## config.mk

```make
export PLATFORM = sky130hd
export DESIGN_NAME = hazard_unit_fwd
export DESIGN_NICKNAME = d
export VERILOG_FILES = /design/src/rtl/hazard_pkg.sv /design/src/rtl/hazard_fwd_sel.sv /design/src/rtl/hazard_unit_fwd.sv
export SDC_FILE = /design/constraint.sdc
export NUM_CORES = 1
export LEC_CHECK = 0
export CORE_MARGIN = 2
export CORE_UTILIZATION = 46
export CTS_CLUSTER_SIZE = 20
export DETAILED_ROUTE_END_ITERATION = 12
export GPL_TIMING_DRIVEN = 0
export HOLD_SLACK_MARGIN = 0.08
export PLACE_DENSITY_LB_ADDON = 0.1
export SYNTH_ARGS = -nofsm -noshare
export SYNTH_HDL_FRONTEND = slang
export SYNTH_SLANG_ARGS = --single-unit
export TNS_END_PERCENT = 100
```

## constraint.sdc

```tcl
create_clock -name i_clk -period 4.1 [get_ports i_clk]
set_clock_uncertainty 0.2 [all_clocks]
set_input_delay 0.82 -clock i_clk [delete_from_list [all_inputs] [get_ports i_clk]]
set_output_delay 0.82 -clock i_clk [all_outputs]
set_load 0.01 [all_outputs]
```

## src/rtl/hazard_pkg.sv

```systemverilog
// Shared types for the RV32I hazard unit: forwarding selects, branch FSM states
// and the stall-cause encoding used by the priority encoder.
package hazard_pkg;

    typedef enum logic [1:0] {
        FWD_RF = 2'b00,
        FWD_EX = 2'b01,
        FWD_MA = 2'b10,
        FWD_WB = 2'b11
    } fwd_sel_e;

    typedef enum logic {
        BR_RUN  = 1'b0,
        BR_WAIT = 1'b1
    } br_state_e;

    typedef enum logic [2:0] {
        NONE       = 3'd0,
        MEM_WAIT   = 3'd1,
        LOAD_USE   = 3'd2,
        BRANCH     = 3'd3,
        FETCH_WAIT = 3'd4
    } stall_cause_e;

    // Holds the 1..7 branch penalty.
    localparam int unsigned BR_CNT_W = 3;

    // Causes that freeze IF/ID and push a bubble into EX.
    function automatic logic holds_front(stall_cause_e cause);
        return (cause == LOAD_USE) || (cause == BRANCH) || (cause == FETCH_WAIT);
    endfunction

endpackage

```

## src/rtl/hazard_fwd_sel.sv

```systemverilog
// Resolves one ID source register against the EX/MA/WB destinations into an
// operand-mux select plus a stall request (load-use, or any RAW when not forwarding).
module hazard_fwd_sel
    import hazard_pkg::*;
#(
    parameter int unsigned REG_W  = 5,
    parameter bit          FWD_EN = 1'b1
) (
    input  logic [REG_W-1:0] i_rs,
    input  logic             i_use,
    input  logic [REG_W-1:0] i_ex_rd,
    input  logic             i_ex_we,
    input  logic             i_ex_is_load,
    input  logic [REG_W-1:0] i_ma_rd,
    input  logic             i_ma_we,
    input  logic [REG_W-1:0] i_wb_rd,
    input  logic             i_wb_we,
    output fwd_sel_e         o_sel,
    output logic             o_stall
);

    logic rs_live;
    logic ex_hit;
    logic ma_hit;
    logic wb_hit;

    // x0 is hard-wired zero, so it never participates in a dependency.
    assign rs_live = i_use && (i_rs != '0);
    assign ex_hit  = rs_live && i_ex_we && (i_ex_rd == i_rs);
    assign ma_hit  = rs_live && i_ma_we && (i_ma_rd == i_rs);
    assign wb_hit  = rs_live && i_wb_we && (i_wb_rd == i_rs);

    always_comb begin
        o_sel   = FWD_RF;
        o_stall = 1'b0;
        if (FWD_EN) begin
            // Youngest producer wins; a load in EX has no data yet.
            if (ex_hit) begin
                if (i_ex_is_load) begin
                    o_stall = 1'b1;
                end else begin
                    o_sel = FWD_EX;
                end
            end else if (ma_hit) begin
                o_sel = FWD_MA;
            end else if (wb_hit) begin
                o_sel = FWD_WB;
            end
        end else begin
            // Without bypass paths WB is covered by regfile write-through only.
            o_stall = ex_hit || ma_hit || (wb_hit && 1'b0);
        end
    end

endmodule

```

## src/rtl/hazard_unit_fwd.sv

```systemverilog
// 5-stage pipeline hazard unit: forwarding selects, load-use/RAW stalls, branch
// penalty FSM or predict-not-taken flush, and a saturating IF-stall counter.
module hazard_unit_fwd
    import hazard_pkg::*;
#(
    parameter int unsigned NREG           = 32,
    parameter bit          FWD_EN         = 1'b1,
    parameter int unsigned BRANCH_PENALTY = 1,
    parameter bit          BR_MODE        = 1'b0,
    parameter int unsigned CNT_W          = 32,
    localparam int unsigned REG_W         = $clog2(NREG)
) (
    input  logic             i_clk,
    input  logic             i_rst,
    input  logic             i_instr_ready,
    input  logic             i_data_ready,
    input  logic [REG_W-1:0] i_id_rs1,
    input  logic [REG_W-1:0] i_id_rs2,
    input  logic             i_id_use_rs1,
    input  logic             i_id_use_rs2,
    input  logic             i_id_branch,
    input  logic [REG_W-1:0] i_ex_rd,
    input  logic [REG_W-1:0] i_ma_rd,
    input  logic [REG_W-1:0] i_wb_rd,
    input  logic             i_ex_we,
    input  logic             i_ma_we,
    input  logic             i_wb_we,
    input  logic             i_ex_is_load,
    input  logic             i_ex_br_taken,
    output logic             o_if_clk_en,
    output logic             o_id_clk_en,
    output logic             o_ex_clk_en,
    output logic             o_ma_clk_en,
    output logic             o_wb_clk_en,
    output logic             o_ex_bubble,
    output logic             o_flush,
    output logic [1:0]       o_fwd_rs1,
    output logic [1:0]       o_fwd_rs2,
    output logic [CNT_W-1:0] o_stall_cycles
);

    localparam logic [BR_CNT_W-1:0] PENALTY = BR_CNT_W'(BRANCH_PENALTY);

    fwd_sel_e sel_rs1;
    fwd_sel_e sel_rs2;
    logic     stall_rs1;
    logic     stall_rs2;

    hazard_fwd_sel #(
        .REG_W  (REG_W),
        .FWD_EN (FWD_EN)
    ) u_fwd_rs1 (
        .i_rs         (i_id_rs1),
        .i_use        (i_id_use_rs1),
        .i_ex_rd      (i_ex_rd),
        .i_ex_we      (i_ex_we),
        .i_ex_is_load (i_ex_is_load),
        .i_ma_rd      (i_ma_rd),
        .i_ma_we      (i_ma_we),
        .i_wb_rd      (i_wb_rd),
        .i_wb_we      (i_wb_we),
        .o_sel        (sel_rs1),
        .o_stall      (stall_rs1)
    );

    hazard_fwd_sel #(
        .REG_W  (REG_W),
        .FWD_EN (FWD_EN)
    ) u_fwd_rs2 (
        .i_rs         (i_id_rs2),
        .i_use        (i_id_use_rs2),
        .i_ex_rd      (i_ex_rd),
        .i_ex_we      (i_ex_we),
        .i_ex_is_load (i_ex_is_load),
        .i_ma_rd      (i_ma_rd),
        .i_ma_we      (i_ma_we),
        .i_wb_rd      (i_wb_rd),
        .i_wb_we      (i_wb_we),
        .o_sel        (sel_rs2),
        .o_stall      (stall_rs2)
    );

    br_state_e           state_q, state_d;
    logic [BR_CNT_W-1:0] cnt_q, cnt_d;
    logic [CNT_W-1:0]    stall_cnt_q, stall_cnt_d;

    logic         mem_wait;
    logic         data_hazard;
    logic         flush_req;
    logic         br_entry;
    stall_cause_e cause;

    assign mem_wait    = !i_data_ready;
    assign data_hazard = stall_rs1 || stall_rs2;
    assign flush_req   = BR_MODE && i_ex_br_taken && !mem_wait;
    assign br_entry    = !BR_MODE && (state_q == BR_RUN) && i_id_branch;

    // Priority encoder; a branch entering from ID advances normally even
    // if the next fetch is not ready, since BR_WAIT holds IF anyway.
    always_comb begin
        cause = NONE;
        if (mem_wait) begin
            cause = MEM_WAIT;
        end else if (data_hazard) begin
            cause = LOAD_USE;
        end else if (state_q == BR_WAIT) begin
            cause = BRANCH;
        end else if (!br_entry && !i_instr_ready) begin
            cause = FETCH_WAIT;
        end
    end

    always_comb begin
        o_if_clk_en = 1'b1;
        o_id_clk_en = 1'b1;
        o_ex_clk_en = 1'b1;
        o_ma_clk_en = 1'b1;
        o_wb_clk_en = 1'b1;
        o_ex_bubble = 1'b0;
        o_flush     = 1'b0;
        if (i_rst || (cause == MEM_WAIT)) begin
            o_if_clk_en = 1'b0;
            o_id_clk_en = 1'b0;
            o_ex_clk_en = 1'b0;
            o_ma_clk_en = 1'b0;
            o_wb_clk_en = 1'b0;
        end else if (flush_req) begin
            // Taken branch discards ID (even a load-use victim) and fetches the target.
            o_ex_bubble = 1'b1;
            o_flush     = 1'b1;
        end else if (holds_front(cause)) begin
            o_if_clk_en = 1'b0;
            o_id_clk_en = 1'b0;
            o_ex_bubble = 1'b1;
        end
    end

    assign o_fwd_rs1 = i_rst ? FWD_RF : sel_rs1;
    assign o_fwd_rs2 = i_rst ? FWD_RF : sel_rs2;

    always_comb begin
        state_d = state_q;
        cnt_d   = cnt_q;
        if (!mem_wait) begin
            unique case (state_q)
                BR_RUN: begin
                    if (br_entry && !data_hazard) begin
                        state_d = BR_WAIT;
                        cnt_d   = PENALTY;
                    end
                end
                BR_WAIT: begin
                    if (cnt_q <= BR_CNT_W'(1)) begin
                        state_d = BR_RUN;
                        cnt_d   = '0;
                    end else begin
                        cnt_d = cnt_q - 1'b1;
                    end
                end
                default: begin
                    state_d = BR_RUN;
                    cnt_d   = '0;
                end
            endcase
        end
    end

    always_comb begin
        stall_cnt_d = stall_cnt_q;
        if (!o_if_clk_en && (stall_cnt_q != '1)) begin
            stall_cnt_d = stall_cnt_q + 1'b1;
        end
    end

    assign o_stall_cycles = stall_cnt_q;

    always_ff @(posedge i_clk or posedge i_rst) begin
        if (i_rst) begin
            state_q     <= BR_RUN;
            cnt_q       <= '0;
            stall_cnt_q <= '0;
        end else begin
            state_q     <= state_d;
            cnt_q       <= cnt_d;
            stall_cnt_q <= stall_cnt_d;
        end
    end

endmodule

```

# [After elaboration in Yosys (flattened, before gate mapping)]
# Index checks and enable logic that the tools add are counted.
# Widths: inputs -> output; s select.
[totals] reg_bits=36 latchBits=0 ram_bits=0 rom_bits=0 inputBits=37 n_memories=0
[classes] add_sub_neg=2 mul=0 n_div=0 magnitude_cmp=1 eq_ne=12 shift=0 n_mux=27 bitwise=1 n_reduce_logical=29
[op_table] cell="$add 32x1->32 const B" n=1
[op_table] cell="$ne 32x32->1 const B" n=1
[op_table] cell="$eq 5x5->1" n=6
[op_table] cell="$logic_and 1x1->1" n=18
[op_table] cell="$mux 3" n=6
[op_table] cell="$mux 2" n=8
[op_table] cell="$mux 1" n=11
[op_table] cell="$reduce_bool 5->1" n=2
[op_table] cell="$eq 3x2->1 const B" n=2
[op_table] cell="$pmux 3 s2" n=1
[op_table] cell="$logic_not 1->1" n=4
[op_table] cell="$logic_or 1x1->1" n=4
[op_table] cell="$eq 3x1->1 const B" n=1
[op_table] cell="$eq 3x3->1 const B" n=1
[op_table] cell="$le 3x1->1 const B" n=1
[op_table] cell="$sub 3x1->3 const B" n=1
[op_table] cell="$ne 2x1->1 const B" n=1
[op_table] cell="$pmux 1 s2" n=1
[op_table] cell="$reduce_and 2->1" n=1
[op_table] cell="$not 1->1" n=1

# [Depth between registers and ports, before layout]
[depth] depth_word=15 ltp_mapped=9

# [By module]
# A second synthesis with hierarchy kept.
[hier_totals] hier_cells=256 area_unflattened_um2=2458.6
[by_module_without_submodules] mod="hazard_unit_fwd" n_inst=1 cells_each=196 area_per_inst_um2=2015.7 seq_area_each_um2=900.9
[by_module_without_submodules] mod="hazard_fwd_sel" n_inst=2 cells_each=30 area_per_inst_um2=221.5 seq_area_each_um2=0.0

# [Worst setup path after synthesis]
# No wires, ideal clock.
[synth_path] path_type="input to output" start="input port i_rst" end="output port o_if_clk_en" t_arrival_ns=2.522 required_time_ns=3.080 slack_ns=0.558 path_stages=5 path_buffers=1 path_cell_list="inv_1 > nand2_1 > or2_2 > nor2_2 > buf_4"
[synth_between] elab_chain_len=2
[synth_rtl] item="start, declared" line="hazard_unit_fwd.sv:14" rtl="input logic i_rst,"
[synth_rtl] item="$logic_or 1x1->1" line="hazard_unit_fwd.sv:121" rtl="if (i_rst || (cause == MEM_WAIT)) begin"
[synth_rtl] item="$mux 1"
[synth_rtl] item="end, declared" line="hazard_unit_fwd.sv:30" rtl="output logic o_if_clk_en,"
# Every way passes these cells.

# [Worst setup path in the final report]
[layout_path] start="input port i_id_rs1[0]" end="output port o_id_clk_en"
[layout_between] elab_chain_len=13 word_cells_on_any_way=18 classes_between="eq/ne: 5; mux: 5; reduce/logical: 8"
[layout_rtl] item="start, declared" line="hazard_unit_fwd.sv:17" rtl="input logic [REG_W-1:0] i_id_rs1,"
[layout_rtl] item="$reduce_bool 5->1" line="hazard_fwd_sel.sv:28" rtl="assign rs_live = i_use && (i_rs != '0);"
[layout_rtl] item="$logic_and 1x1->1" line="hazard_fwd_sel.sv:28"
[layout_rtl] item="$logic_and 1x1->1" line="hazard_fwd_sel.sv:29" rtl="assign ex_hit = rs_live && i_ex_we && (i_ex_rd == i_rs);"
[layout_rtl] item="$logic_and 1x1->1 (*)" line="hazard_fwd_sel.sv:29"
[layout_rtl] item="$mux 1 (*)" line="hazard_fwd_sel.sv:38" rtl="if (ex_hit) begin"
[layout_rtl] item="$logic_or 1x1->1 (*)" line="hazard_unit_fwd.sv:94" rtl="assign data_hazard = stall_rs1 || stall_rs2;"
[layout_rtl] item="$mux 3 (*)" line="hazard_unit_fwd.sv:104" rtl="end else if (data_hazard) begin"
[layout_rtl] item="$mux 3 (*)" line="hazard_unit_fwd.sv:102" rtl="if (mem_wait) begin"
[layout_rtl] item="$eq 3x2->1" line="hazard_pkg.sv:30" rtl="return (cause == LOAD_USE) || (cause == BRANCH) || (cause == FETCH_WAIT);"
[layout_rtl] item="$logic_or 1x1->1 (2 in a row)" line="hazard_pkg.sv:30"
[layout_rtl] item="$mux 1" line="hazard_unit_fwd.sv:131" rtl="end else if (holds_front(cause)) begin"
[layout_rtl] item="$mux 1 (*)" line="hazard_unit_fwd.sv:121"
[layout_rtl] item="end, declared" line="hazard_unit_fwd.sv:31" rtl="output logic o_id_clk_en,"
# Mark *: on every way between the ends. The rest lies on a longest branch, timed or not.

==> impl_results.rst <==
.. list-table::
   :header-rows: 1

   * - Metric
     - Value
   * - Slew at the pin closest to its max-slew limit
     - 0.533 ns
   * - Final Core Density
     - 70.0%
   * - Clock share of power
     - 27.9%
   * - Bufs on Longest Clock Path
     - 2
   * - Hold wc startpoint
     - o_stall_cycles[24]$_DFFE_PP0P_
   * - Number of different library cells in the post-synthesis netlist
     - 43
   * - Die height
     - 74.9 um
   * - Area added between synthesis and finish
     - 44.9%
   * - NetSw
     - 0.382 mW
   * - Metal1 wirelength
     - 2550 um
   * - Detailed Routing Iterations Pass 1
     - 4
   * - Most frequent standard cell in the layout excluding fill and tap cells
     - clkdlybuf4s50_1
   * - Clk Latency, worst-skew pair
     - 0.29 ns
   * - CTS Hold Bufs
     - 0
   * - Crit Path Category
     - input port to output port
   * - Switching part of the total
     - 31.2%
   * - Comb power frac
     - 32.6%
   * - Cell area after technology mapping
     - 2310 um2
   * - Initial cell density of the core
     - 48.3%
   * - LEAKAGE
     - 1.36 nW
   * - WL met3
     - 327 um
   * - Rel. slew slack
     - 64.5%
   * - Die boundary width
     - 74.9 um
   * - Worst reg2reg endpoint
     - o_stall_cycles[31]$_DFFE_PP0P_
   * - Worst reg2reg setup slack
     - 1.57 ns
   * - Post-route fraction of the period consumed by the critical path
     - 97.1%
   * - Total design power
     - 1.22 mW
   * - Slowest CP cell
     - or4_4
   * - Required time reported for the critical path endpoint
     - 3.08 ns
   * - Number of antenna violations at the first check in global routing
     - 0
   * - Length in cells of the worst reg-to-reg path
     - 8
   * - Largest net degree at the start of global routing
     - 38
   * - Max incr delay on CP
     - 0.58 ns
   * - Top routing layer in use
     - met4
   * - Number of fillers in the final layout
     - 391
   * - ANT cells
     - 0
   * - Final critical path time including I/O delays and setup
     - 3.98 ns
   * - Final Slew Violations
     - 0
   * - Clk pin slew, worst setup/hold paths
     - 0.07 ns
   * - Seq cells post-synth
     - 36
   * - Wirelength, routed
     - 5450 um
   * - Via count normalized by instance count
     - 5.17
   * - Number of port buffers
     - 76
   * - Yosys warning total
     - 0
   * - CTS Sinks
     - 36
   * - Maximum ir drop on the vdd rail
     - 0.310 mV
   * - Hold slack
     - 0.291 ns
   * - R2r startpoint
     - o_stall_cycles[0]$_DFFE_PP0P_
   * - Area of the core region
     - 4790 um2
   * - Critical Path Sink Type
     - output port
   * - Number of buffers inserted during clock tree synthesis
     - 5
   * - Drt drc
     - 0
   * - Global-route wire length before repair
     - 8600 um
   * - Post-DRT Antenna Nets
     - 0
   * - Weighted congestion at the end of routability-driven global placement
     - 0.879
   * - Net count, final
     - 360
   * - Maximum fanout along the worst path
     - 4
   * - Class of the worst hold path
     - register to register
   * - Site row count
     - 25
   * - Prevailing post-synth register cell
     - dfrtp_1
   * - FFs w/ async S/R, synth
     - 100%
   * - Outcome
     - finished, final reports clean
   * - Flop pwr share
     - 39.5%
   * - Number of top-level pins
     - 80
   * - H-Tree Depth
     - 2
   * - Setup-violating endpoint count in the final report
     - 0
   * - Hold violation count in the final report
     - 0
   * - Post-synthesis average cell area
     - 9.79 um2
   * - Full die area
     - 5610 um2
   * - Synthesized instance count
     - 236
   * - Commonest cells after routing, fill and taps aside
     - 62 x clkdlybuf4s50_1, 39 x xnor2_1, 36 x dfrtp_1, 21 x xor2_1, 19 x nand2_1
   * - Fraction of layout cells with a size suffix above 1
     - 12.5%
   * - Post-detailed-placement cell area
     - 3160 um2
   * - Terminating pin of the worst hold path
     - o_stall_cycles[24]$_DFFE_PP0P_
   * - Arrival time worst endpoint
     - 2.96 ns
   * - Internal
     - 0.842 mW
   * - DRT iter0 DRCs
     - 85
   * - Post-route design area
     - 3350 um2
   * - Number of max-cap violations
     - 0
   * - Hpwl dp
     - 3980 um
   * - WL per Instance
     - 14.0 um
   * - Critical path launch point type
     - input port
   * - Post-synth EDFFs
     - 0
   * - Post-Syn Nets
     - 276
   * - F_max
     - 0.251 GHz
   * - Vias
     - 2006
   * - Clock root buffer
     - clkbuf_8
   * - GRT Total Usage
     - 20.0%
   * - Share of the yosys chip area belonging to registers
     - 39.0%
   * - Sequence of cells on the critical path
     - dlygate4sd2_1 -> or4_4 -> o21ai_4 -> nor3_4 -> o21a_1 -> nor2_2 -> clkdlybuf4s50_1
   * - Setup repair after global routing missed its margin
     - false
   * - Vias in the first global route
     - 1866
   * - Hold-critical path depth
     - 1
   * - Met2 wire length
     - 2500 um
   * - Cell area power density
     - 366 nW/um2
   * - Clock tree from TritonCTS
     - done
   * - Gr ovfl total
     - 0
==> cell usage after synthesis (all sizes together) (2+ instances only) <==
library cell,count,area [um2]
a2111oi,3,45.1
a21oi,3,26.3
and2,4,26.3
and3,5,31.3
buf,5,41.3
clkbuf,3,11.3
dfrtp,36,901
ha,3,37.5
inv,6,22.5
mux2,4,48.8
nand2,19,71.3
nand2b,5,31.3
nand3,18,95.1
nand4,12,75.1
nor2,17,66.3
nor3,6,57.6
nor4,5,31.3
o21a,2,15.0
o21ai,8,62.6
or4,2,15.0
xnor2,39,342
xor2,21,184
==> metrics by stage <==
step / setup slack, ns / std cells / TNS, ns
finish: 0.121 / 388 / 0
global placement: -0.867 / 379 / -3.70
global route: 0.0304 / 388 / 0
detailed placement: -0.332 / 379 / -1.04
CTS: -0.000556 / 387 / -0.000556
floorplan: 0.558 / 236 / 0
==> routing by layer <==
layer | up-vias | GRT usage (%)
met1 | 954 | 28.7
li1 | 983 | -
met3 | 8 | 3.88
met5 | - | 0
met4 | 0 | 5.75
met2 | 61 | 30.9
==> power groups by stage <==
stage	logic [mW]	clock network [mW]	registers, mW
floorplan	0.206	0	0.495
global placement	0.386	0	0.486
detailed placement	0.398	0	0.488
CTS	0.399	0.346	0.483
global route	0.441	0.363	0.492
finish	0.399	0.342	0.483
==> worst max-delay path, delay by kind of cell <==
family	cells	cell delay, ns
AO/OA/AOI/OAI	2	0.46
buffers and inverters	2	0.87
AND/OR/NAND/NOR	3	0.82
==> final cells by class <==
class | count | area [um2] | share of cell area, %
Inverter | 6 | 35.0 | 1.05
Sequential cell | 36 | 901 | 26.9
Multi-Input combinational cell | 186 | 1390 | 41.5
Timing Repair Buffer | 77 | 761 | 22.7
Buffer | 8 | 52.6 | 1.57
Clock buffer | 7 | 96.3 | 2.88
Tap cell | 67 | 83.8 | 2.50
Clock inverter | 1 | 30.0 | 0.897
==> repair_timing <==
action,4_1_cts,5_1_grt
buffers inserted,0,1
setup endpoints to repair,7,7
pin swaps,0,4
gates resized for setup,17,14
==> sequential cells by signal, summed over array words and instances (netlist names) <==
name / cells
o_stall_cycles: 32
state_q: 1
cnt_q: 3
==> worst max-delay path by stage <==
stage / start / endpoint / depth (start not counted)
CTS: i_rst / o_if_clk_en / 7
floorplan: i_rst / o_if_clk_en / 5
detailed placement: i_rst / o_if_clk_en / 7
global route: i_ex_rd[3] / o_ex_bubble / 8
finish: i_id_rs1[0] / o_id_clk_en / 7
global placement: i_rst / o_if_clk_en / 7
==> cell families after synthesis <==
group / share of synthesized area [%]
flops: 39.0
buf+inv: 3.25
compound gates: 8.50
mux: 2.11
fa+ha+maj: 1.62
simple gates: 22.6
other cells: 0.162
xor+xnor: 22.7
Power figures use the tool's default switching activity.
